<file path="src/rtl/stage1_addr_gen.sv">
// Stage 1 address/control generator: loads a 512-sample frame into four SRAM
// banks, then reads it back in 32x4 transposed order for the radix-4 MDC core.
module stage1_addr_gen #(
  parameter int unsigned AddrWidth = 7
) (
  input  logic                      clk_i,
  input  logic                      rst_ni,
  input  logic                      start_i,
  output logic                      start_fft_o,
  output logic [3:0]                wen_o,
  output logic [3:0][AddrWidth-1:0] addr_gen_o,
  output logic                      stage1,
  output logic                      done_o
);

  typedef enum logic [1:0] {
    IDLE  = 2'd0,
    WRITE = 2'd1,
    READ  = 2'd2,
    FLUSH = 2'd3
  } state_e;

  localparam logic [AddrWidth-1:0] CntLast = '1;

  state_e               state_q;
  logic [AddrWidth-1:0] cnt_q;
  logic                 start_fft_q;
  logic                 done_q;

  // NOTE: sequential state uses non-blocking assignments only, so every
  // register samples the pre-edge values regardless of statement order.
  always_ff @(posedge clk_i or negedge rst_ni) begin
    if (!rst_ni) begin
      state_q     <= IDLE;
      cnt_q       <= '0;
      start_fft_q <= 1'b0;
      done_q      <= 1'b0;
    end else begin
      // SRAM read latency is one cycle: the first read word appears the
      // cycle after READ issues address 0; done lands in the FLUSH cycle.
      start_fft_q <= (state_q == READ) && (cnt_q == '0);
      done_q      <= (state_q == READ) && (cnt_q == CntLast);
      case (state_q)
        IDLE: begin
          cnt_q <= '0;
          if (start_i) state_q <= WRITE;
        end
        WRITE: begin
          if (cnt_q == CntLast) begin
            state_q <= READ;
            cnt_q   <= '0;
          end else begin
            cnt_q <= cnt_q + AddrWidth'(1);
          end
        end
        READ: begin
          if (cnt_q == CntLast) begin
            state_q <= FLUSH;
            cnt_q   <= '0;
          end else begin
            cnt_q <= cnt_q + AddrWidth'(1);
          end
        end
        FLUSH: begin
          state_q <= IDLE;
          cnt_q   <= '0;
        end
        default: begin
          state_q <= IDLE;
          cnt_q   <= '0;
        end
      endcase
    end
  end

  // NOTE: every output gets a default before the case so no latch is inferred.
  always_comb begin
    wen_o      = 4'h0;
    addr_gen_o = '0;
    stage1     = (state_q != IDLE);
    case (state_q)
      WRITE: begin
        wen_o = 4'hF;
        for (int b = 0; b < 4; b++) addr_gen_o[b] = cnt_q;
      end
      READ: begin
        for (int b = 0; b < 4; b++)
          addr_gen_o[b] = {cnt_q[1:0], cnt_q[AddrWidth-1:2]};
      end
      default: ;
    endcase
  end

  assign start_fft_o = start_fft_q;
  assign done_o      = done_q;

endmodule

</file>
<file path="config.mk">
export PLATFORM = sky130hd
export DESIGN_NAME = stage1_addr_gen
export DESIGN_NICKNAME = d
export VERILOG_FILES = /design/src/rtl/stage1_addr_gen.sv
export SDC_FILE = /design/constraint.sdc
export NUM_CORES = 1
export LEC_CHECK = 0
export ABC_AREA = 1
export BUFFER_PORTS_ARGS = -buffer_cell sky130_fd_sc_hd__clkbuf_2
export CORE_ASPECT_RATIO = 0.75
export CORE_UTILIZATION = 43
export CTS_BUF_LIST = sky130_fd_sc_hd__clkbuf_4 sky130_fd_sc_hd__clkbuf_8
export DETAILED_ROUTE_END_ITERATION = 8
export PLACE_DENSITY = 0.73
export SLEW_MARGIN = 30
export SYNTH_ARGS = -nofsm -noshare
export SYNTH_HDL_FRONTEND = slang
export SYNTH_SLANG_ARGS = --single-unit
</file>
<file path="constraint.sdc">
create_clock -name clk_i -period 2.5 [get_ports clk_i]
set_clock_uncertainty 0.15 [all_clocks]
set_input_delay 0.25 -clock clk_i [delete_from_list [all_inputs] [get_ports clk_i]]
set_output_delay 0.25 -clock clk_i [all_outputs]
set_load 0.01 [all_outputs]
</file>
Word-level counts from Yosys, hierarchy flattened
Index checks and enable logic that the tools add are counted.
Storage, ports and cells
  flip-flop bits (word level): 11
  output and inout bits: 35
  logic and storage cells: 28
  input bits: 3
Cells by class
  reductions and logical operators: 8
  $add $sub $neg: 1
  muxes and demuxes: 8
  equal/unequal tests: 7
Operators by type and width (number)
  one-hot mux 28 bit (2 select lines): 1
  one-hot mux 7 bit (2 select lines): 1
  one-hot mux 2 bit (4 select lines): 1
  adder 7 x 1 -> 7 bit, second input constant: 1
  equality test 7 bit, second input constant: 1
  logical NOT 7 bit: 1
  two-way mux 7 bit: 1
  two-way mux 2 bit: 3
  equality test 2 bit, second input constant: 2
  two-way mux 4 bit: 1
  inequality test 2 bit, second input constant: 2
  OR reduction 2 bit: 2
  AND reduction 3 bit: 1
  equality test 2 x 1 -> 1 bit, second input constant: 1
  logical AND 1 bit: 2
  logical NOT 2 bit: 1
  inequality test 2 x 1 -> 1 bit, second input constant: 1
  nonzero test 2 bit: 1

Logic depth before layout (Yosys ltp)
Gate-level depths: netlist (run 1).
  word-level depth: 3
  gate-level depth with buffers: 8
  mapped depth without buffers: 8

Worst setup path after synthesis (run 1)
OpenSTA, ideal clock, no wires.
  kind: register -> output
  start point: reg state_q[1]
  end point: out addr_gen_o[14] in the netlist's numbering
  buffers on the path: 2
  path slack: 0.583 ns
  cell stages (with the launch flop): 7
  arrival time: 1.517 ns
  cell sequence: dfrtp_1 -> inv_1 -> ha_1 -> clkbuf_2 -> nand2_1 -> a21oi_1 -> buf_4
RTL lines
  from (decl): line 25  | state_e state_q;
  from (signal assigned): line 34  | state_q <= IDLE;
  from (signal assigned): line 46  | if (start_i) state_q <= WRITE;
  from (signal assigned): line 50  | state_q <= READ;
  to (decl): line 11  | output logic [3:0][AddrWidth-1:0] addr_gen_o,

==> metrics.md, run 1 <==
| Metric | Value |
|---|---|
| Run status | finished, final reports clean |
| Count of warnings emitted by yosys | 0 |
| Port buffer count | 37 |
| Die width | 54.9 um |
| Max incr delay on CP | 400 ps |
| Number of distinct library cells after synthesis | 20 |
| Final #Nets | 142 |
| Crit-path slowest cell | sky130_fd_sc_hd__dfrtp_1 |
| Die area | 2290 um^2 |
| Count of pins over their slew limit | 0 |
| Clock transition at path regs | about 70 ps |
| Number of enable-type register cells in the synthesized netlist | 0 |
| Vert. Die Dim | 41.7 um |
| Vias in the first global route | 579 |
| Fraction of final layout cells with drive strength greater than 1 | 39.4% |
| Power density normalized to cell area | 974 nW/um^2 |
| Most instantiated flip-flop cell in the synthesis netlist | sky130_fd_sc_hd__dfrtp_1 |
| Most area-hungry cell type in the Yosys netlist | sky130_fd_sc_hd__dfrtp_1 |
| CTS tree | yes |
| Rows | 13 |
| Setup TNS Final | 0 ps |
| Wire length of the first global-routing pass | between 2 and 3 mm |
| WS Path Type | register to primary output |
| Most used standard cells in the synthesized netlist | 25 x sky130_fd_sc_hd__buf_4, 22 x sky130_fd_sc_hd__nand2_1, 12 x sky130_fd_sc_hd__inv_1 |
| Post-Syn Nets | 126 |
| DR WL/cell | 10.3 um |
| Worst-case headroom to the max-slew limit | about three quarters |
| Critical path data arrival time | 1740 ps |
| Placer congestion estimate | 0.768 |
| Total global-route track usage | between 10% and 20% |
| Initial antenna violation count | 0 |
| Average cell area after synthesis | 7.71 um^2 |
| Total setup buffers inserted after CTS | 0 |
| GRT Residual Overflow | 0 |
| Initial Utilization | 48.7% |
| Number of CTS-inserted buffers | 3 |
| Total via count in the routed design | 723 |
| Clock Tree Root | sky130_fd_sc_hd__clkbuf_4 |
| Required time of the critical path | 2100 ps |
| Crit end category | primary output |
| Startpoint type of the worst setup path | register |
| RSZ-0062 raised after global routing | no |
| Worst-path cell chain | inv_1 > ha_1 > nand2_1 > a21oi_1 > clkbuf_2 |
| Largest fanout on the critical path | 12 |
| Proportion of register bits with asynchronous set or reset after synthesis | 100% |
| DRC violation total after the first TritonRoute iteration | 22 |
| Fraction of post-synthesis cell area in the top cell type by area | about 31% |
| Max Buffers Root-to-Sink | 2 |
| Slew at the pin closest to its max-slew limit | 374 ps |
| Setup-failing EPs final | 0 |
| Count leader, synth | sky130_fd_sc_hd__buf_4 |
| Number of max-cap violations | 0 |
| Number of H-tree branching levels | 1 |
| Sinks on the clock net | 11 |
| Count of instances resized after the clock tree is built | 0 |
| Cell Count, Final, Fillers Out | approximately 150 |
| Half-perimeter wire length after detailed placement | 1.26 mm |
| Worst IR Drop VDD | 0.000698 V |
| Cell area after placement | 911 um^2 |
| Static Leakage | 0.000543 uW |
| Maximum number of pins on one net before global-route repair | 13 |
| Number of buffer and inverter instances along the worst setup path | 2 |
| DRT Pass-1 Iters | 4 |
| Post-Layout Inst Area | 948 um^2 |
| Count of hold buffers inserted by post-cts repair | 1 |
| Antenna diodes | 0 |
| # placed instances | 149 |
| Final min period | approximately 2100 ps |
| Post-synthesis cell area | 902 um^2 |
| Top Ports | 38 |
| Number of storage elements in the synthesis netlist | 11 |
| Ratio of routed vias to standard cells | about 4.7 |
| Wirelength, routed | approximately 1.6 mm |
| Remaining DRCs | 0 |
| Ratio of final minimum period to clock period | 85.5% |
| Largest cells by area after synthesis | sky130_fd_sc_hd__dfrtp_1 31%, sky130_fd_sc_hd__buf_4 21%, sky130_fd_sc_hd__nand2_1 9.2% |
| Hold violation total from the final report | 0 |
| Layout overhead on the synthesized area | 5.13% |
| Fraction of the yosys area taken by sequential cells | between 30 and 40% |
| Cell count after synthesis | 117 |
| DRT antenna net count | 0 |
| Placeable Area | 1850 um^2 |
| HP Class | primary input to register |
| Highest clock frequency the design can meet | around 0.47 GHz |
| Crit path max-delay family | flip-flops |
| Skew-Pair Late Insertion Delay | 270 ps |
## worst min-delay path, cell delays in order
cell and delay [ps]:
sky130_fd_sc_hd__clkbuf_2 70, sky130_fd_sc_hd__or2_2 130, sky130_fd_sc_hd__nand3_1 80, sky130_fd_sc_hd__nand2_1 70
## per-layer routing
layer	track usage [%]	wire, um	up-vias
li1	-	-	365
met1	21.0	735	327
met2	23.6	751	29
met3	5.49	95	2
met4	4.50	5	0
met5	0	0	-
## report_power, final
part	total [uW]	internal (uW)	leakage, uW	switching [uW]
combinational	532	200	0.000378	332
sequential	271	222	0.000147	49.6
clock	121	59.2	0.0000177	61.6
## cells in the final DEF (no fill, tap or decap)
master,count
sky130_fd_sc_hd__clkbuf_2,37
sky130_fd_sc_hd__nand2_1,22
sky130_fd_sc_hd__inv_1,12
sky130_fd_sc_hd__dfrtp_1,11
sky130_fd_sc_hd__a21oi_1,10
sky130_fd_sc_hd__nor2_1,9
sky130_fd_sc_hd__ha_1,6
sky130_fd_sc_hd__nand2_2,3
sky130_fd_sc_hd__nand4_1,3
sky130_fd_sc_hd__nand3_1,3
sky130_fd_sc_hd__clkbuf_4,3
sky130_fd_sc_hd__nand2_4,2
sky130_fd_sc_hd__o21ai_0,2
sky130_fd_sc_hd__or2_2,2
sky130_fd_sc_hd__inv_2,1
sky130_fd_sc_hd__nor2_4,1
sky130_fd_sc_hd__nor2_2,1
sky130_fd_sc_hd__xor2_1,1
sky130_fd_sc_hd__or2_4,1
sky130_fd_sc_hd__clkinv_2,1
sky130_fd_sc_hd__dlygate4sd3_1,1
## final timing paths
kind                                  from             end  slack, ps  cells past startpoint
worst max register to register  state_q[0]      state_q[1]        920                      7
worst min-delay path               start_i      state_q[0]        200                      4
worst min register to register  state_q[1]      state_q[1]        380                      2
min in group asynchronous           rst_ni        cnt_q[2]        230                      2
max in group asynchronous           rst_ni        cnt_q[5]       1750                      2
worst max-delay path            state_q[1]  addr_gen_o[20]        360                      5
## logic make-up (layout without fill, tap and decap cells)
group / after synthesis / in the layout / share of synthesized area, %
and+or+nand+nor: 47 / 47 / 25.5
buffers and inverters: 40 / 55 / 28.0
AOI/OAI and AO/OA: 12 / 12 / 6.66
DFF: 11 / 11 / 30.5
adders and majority gates: 6 / 6 / 8.32
xor gates and xnor gates: 1 / 1 / 0.971
## state kept, by name (all words and copies together), names as in the netlist
| signal | flops |
|---|---|
| cnt_q | 7 |
| state_q | 2 |
| done_o | 1 |
| start_fft_o | 1 |
## layout make-up
class | count | area (um^2)
fill | 197 | 906
multi-input combinational | 66 | 374
sequential | 11 | 275
timing repair buffer | 38 | 195
inverter | 13 | 48.8
tap | 22 | 27.5
clock buffer | 3 | 22.5
clock inverter | 1 | 5.00
## through the flow
stage	power, uW	worst slack, ps	util, %	hold slack [ps]
5_1_grt	1030	152	51.1	220
6_report	924	362	51.1	201
4_1_cts	935	345	51.1	203
3_5_place_dp	810	649	49.1	-9.16
2_1_floorplan	738	583	-	-196
3_3_place_gp	796	734	49.1	-11.7
(Power assumes the default switching activity.)
==> inputs of run 2 (changes only) <==
CTS_BUF_LIST = sky130_fd_sc_hd__clkbuf_16   (was sky130_fd_sc_hd__clkbuf_4 sky130_fd_sc_hd__clkbuf_8)
GPL_TIMING_DRIVEN = 1   (was unset)
==> run 2 against run 1 <==
  * Routed wire length grew 2.1%
  * Clock-buffer cell count is the same
  * Sequential share of layout area shrank 1.5 points
  * Critical path type unchanged
  * Power grew 19%
  * Die area is the same
  * Worst hold slack gained 38 ps
  * Core utilization grew 2.8 points
  * Maximum frequency grew 1.5%
  * Combinational power is essentially flat
  * Largest power group unchanged
==> metrics.md, run 2 (synthesis gave the netlist of run 1 again) <==
| Metric | Value |
|---|---|
| Run status | finished, final reports clean |
| Most frequent cells in the layout | 37 x sky130_fd_sc_hd__clkbuf_2, 22 x sky130_fd_sc_hd__nand2_1, 12 x sky130_fd_sc_hd__inv_1 |
| WS Path Type | register to primary output |
| Startpoint type of the worst setup path | register |
| Initial antenna violation count | 0 |
| RSZ-0062 raised after global routing | no |
| Total via count in the routed design | 717 |
| CTS tree | yes |
| Antenna diodes | 0 |
| Skew-Pair Late Insertion Delay | 240 ps |
| Setup-failing EPs final | 0 |
| Vias in the first global route | 582 |
| Crit end category | primary output |
| Clock transition at path regs | 40 ps |
| Initial Utilization | between 40% and 50% |
| Number of CTS-inserted buffers | 3 |
| Critical path data arrival time | around 1700 ps |
| Max reg flops | 7 |
| Number of filler cells placed in the layout | 189 |
| Util after Layout | 54.0% |
| DRC violation total after the first TritonRoute iteration | 16 |
| Sinks on the clock net | 11 |
| Wirelength, routed | ~1.6 mm |
| Clock Tree Root | sky130_fd_sc_hd__clkbuf_16 |
| Setup TNS Final | 0 ps |
| Top Ports | 38 |
| Max Buffers Root-to-Sink | 2 |
| Final min period | 2110 ps |
| Ratio of final minimum period to clock period | 84.2% |
| Largest reg by FF count | cnt_q |
| Half-perimeter wire length after detailed placement | approximately 1.3 mm |
| DR WL/cell | 10.5 um |
| Placer congestion estimate | between 0.7 and 0.8 |
| HP Class | primary input to register |
| Number of max-cap violations | 0 |
| Ratio of routed vias to standard cells | approximately 4.7 |
| Worst-case headroom to the max-slew limit | between 70% and 80% |
| Power density normalized to cell area | ~1100 nW/um^2 |
| Number of H-tree branching levels | 1 |
| Wire length of the first global-routing pass | 2.62 mm |
| Count of pins over their slew limit | 0 |
| Placeable Area | about 1900 um^2 |
| Vert. Die Dim | between 40 and 50 um |
| Die area | roughly 2300 um^2 |
| Fraction of final layout cells with drive strength greater than 1 | 39.4% |
| Highest clock frequency the design can meet | 0.475 GHz |
| Final #Nets | ~140 |
| Worst IR Drop VDD | 0.000684 V |
| Commonest non-fill, non-tap cell in the layout | sky130_fd_sc_hd__clkbuf_2 |
| Maximum number of pins on one net before global-route repair | 13 |
| Rows | 13 |
| Total global-route track usage | 16.2% |
| DRT antenna net count | 0 |
| Required time of the critical path | between 2000 and 2500 ps |
| Top Registers | cnt_q (7), state_q (2) |
| Layout overhead on the synthesized area | 11.0% |
| Static Leakage | 0.000566 uW |
| Hold violation total from the final report | 0 |
| DRT Pass-1 Iters | 4 |
| GRT Residual Overflow | 0 |
| Port buffer count | 37 |
| Remaining DRCs | 0 |
| Largest fanout on the critical path | 12 |
| Die width | between 50 and 60 um |
| Slew at the pin closest to its max-slew limit | 379 ps |
| Minimum setup slack among reg-to-reg paths | 920 ps |
==> run 2: cell counts in the layout (fill, tap and decap cells not counted) <==
Identical to the previous run, type by type.
==> run 2: path summary, 6_finish.rpt <==
check                            from       endpoint  cells past startpoint
setup / recovery           state_q[1]  addr_gen_o[2]                      5
hold / removal                start_i     state_q[0]                      4
setup reg to reg           state_q[0]     state_q[1]                      7
hold reg to reg            state_q[0]     state_q[0]                      2
max in group asynchronous      rst_ni       cnt_q[5]                      2
min in group asynchronous      rst_ni       cnt_q[2]                      2
==> run 2: cell type report <==
| class | instances | area [um^2] | area share, % |
|---|---|---|---|
| clock buffer | 3 | 75.1 | 7.50 |
| sequential | 11 | 275 | 27.5 |
| timing repair buffer | 38 | 195 | 19.5 |
| tap | 22 | 27.5 | 2.75 |
| inverter | 13 | 48.8 | 4.87 |
| multi-input combinational | 66 | 374 | 37.4 |
| clock inverter | 1 | 5.00 | 0.500 |
==> run 2: routing by layer <==
| metal | wire length [um] | part of all wire, % | global-route usage, % | vias to the layer above |
|---|---|---|---|---|
| li1 | - | - | - | 369 |
| met1 | 777 | 48 | 21.0 | 321 |
| met2 | 739 | 46 | 23.6 | 22 |
| met3 | 70 | 4.3 | 4.40 | 5 |
| met4 | 34 | 2.1 | 9.00 | 0 |
| met5 | 0 | 0 | 0 | - |
==> run 2: repair_timing <==
item,4_1_cts,5_1_grt
buffers inserted,0,0
endpoints found under the hold margin,11,0
hold buffers,1,0
gates resized for setup,0,0
==> run 2: power breakdown <==
group	total, uW	switching [uW]	leakage (uW)	internal, uW
sequential	272	49.4	0.000147	223
clock	291	79.2	0.0000409	212
combinational	532	332	0.000378	200
==> run 2: critical path, stage by stage (launching register included) <==
cell and delay [ps]:
sky130_fd_sc_hd__dfrtp_1 390, sky130_fd_sc_hd__inv_1 110, sky130_fd_sc_hd__ha_1 400, sky130_fd_sc_hd__nand2_1 90, sky130_fd_sc_hd__a21oi_1 290, sky130_fd_sc_hd__clkbuf_2 190
==> run 2: metrics by stage <==
step	std cells	hold WS, ps	setup slack (ps)	power [uW]	instance area (um^2)
finish	154	239	394	1100	1000
global route	154	269	211	1200	1000
CTS	154	241	390	1110	1000
detailed placement	149	-9.16	649	810	911
global placement	149	-11.7	734	796	911
floorplan	117	-196	583	738	902
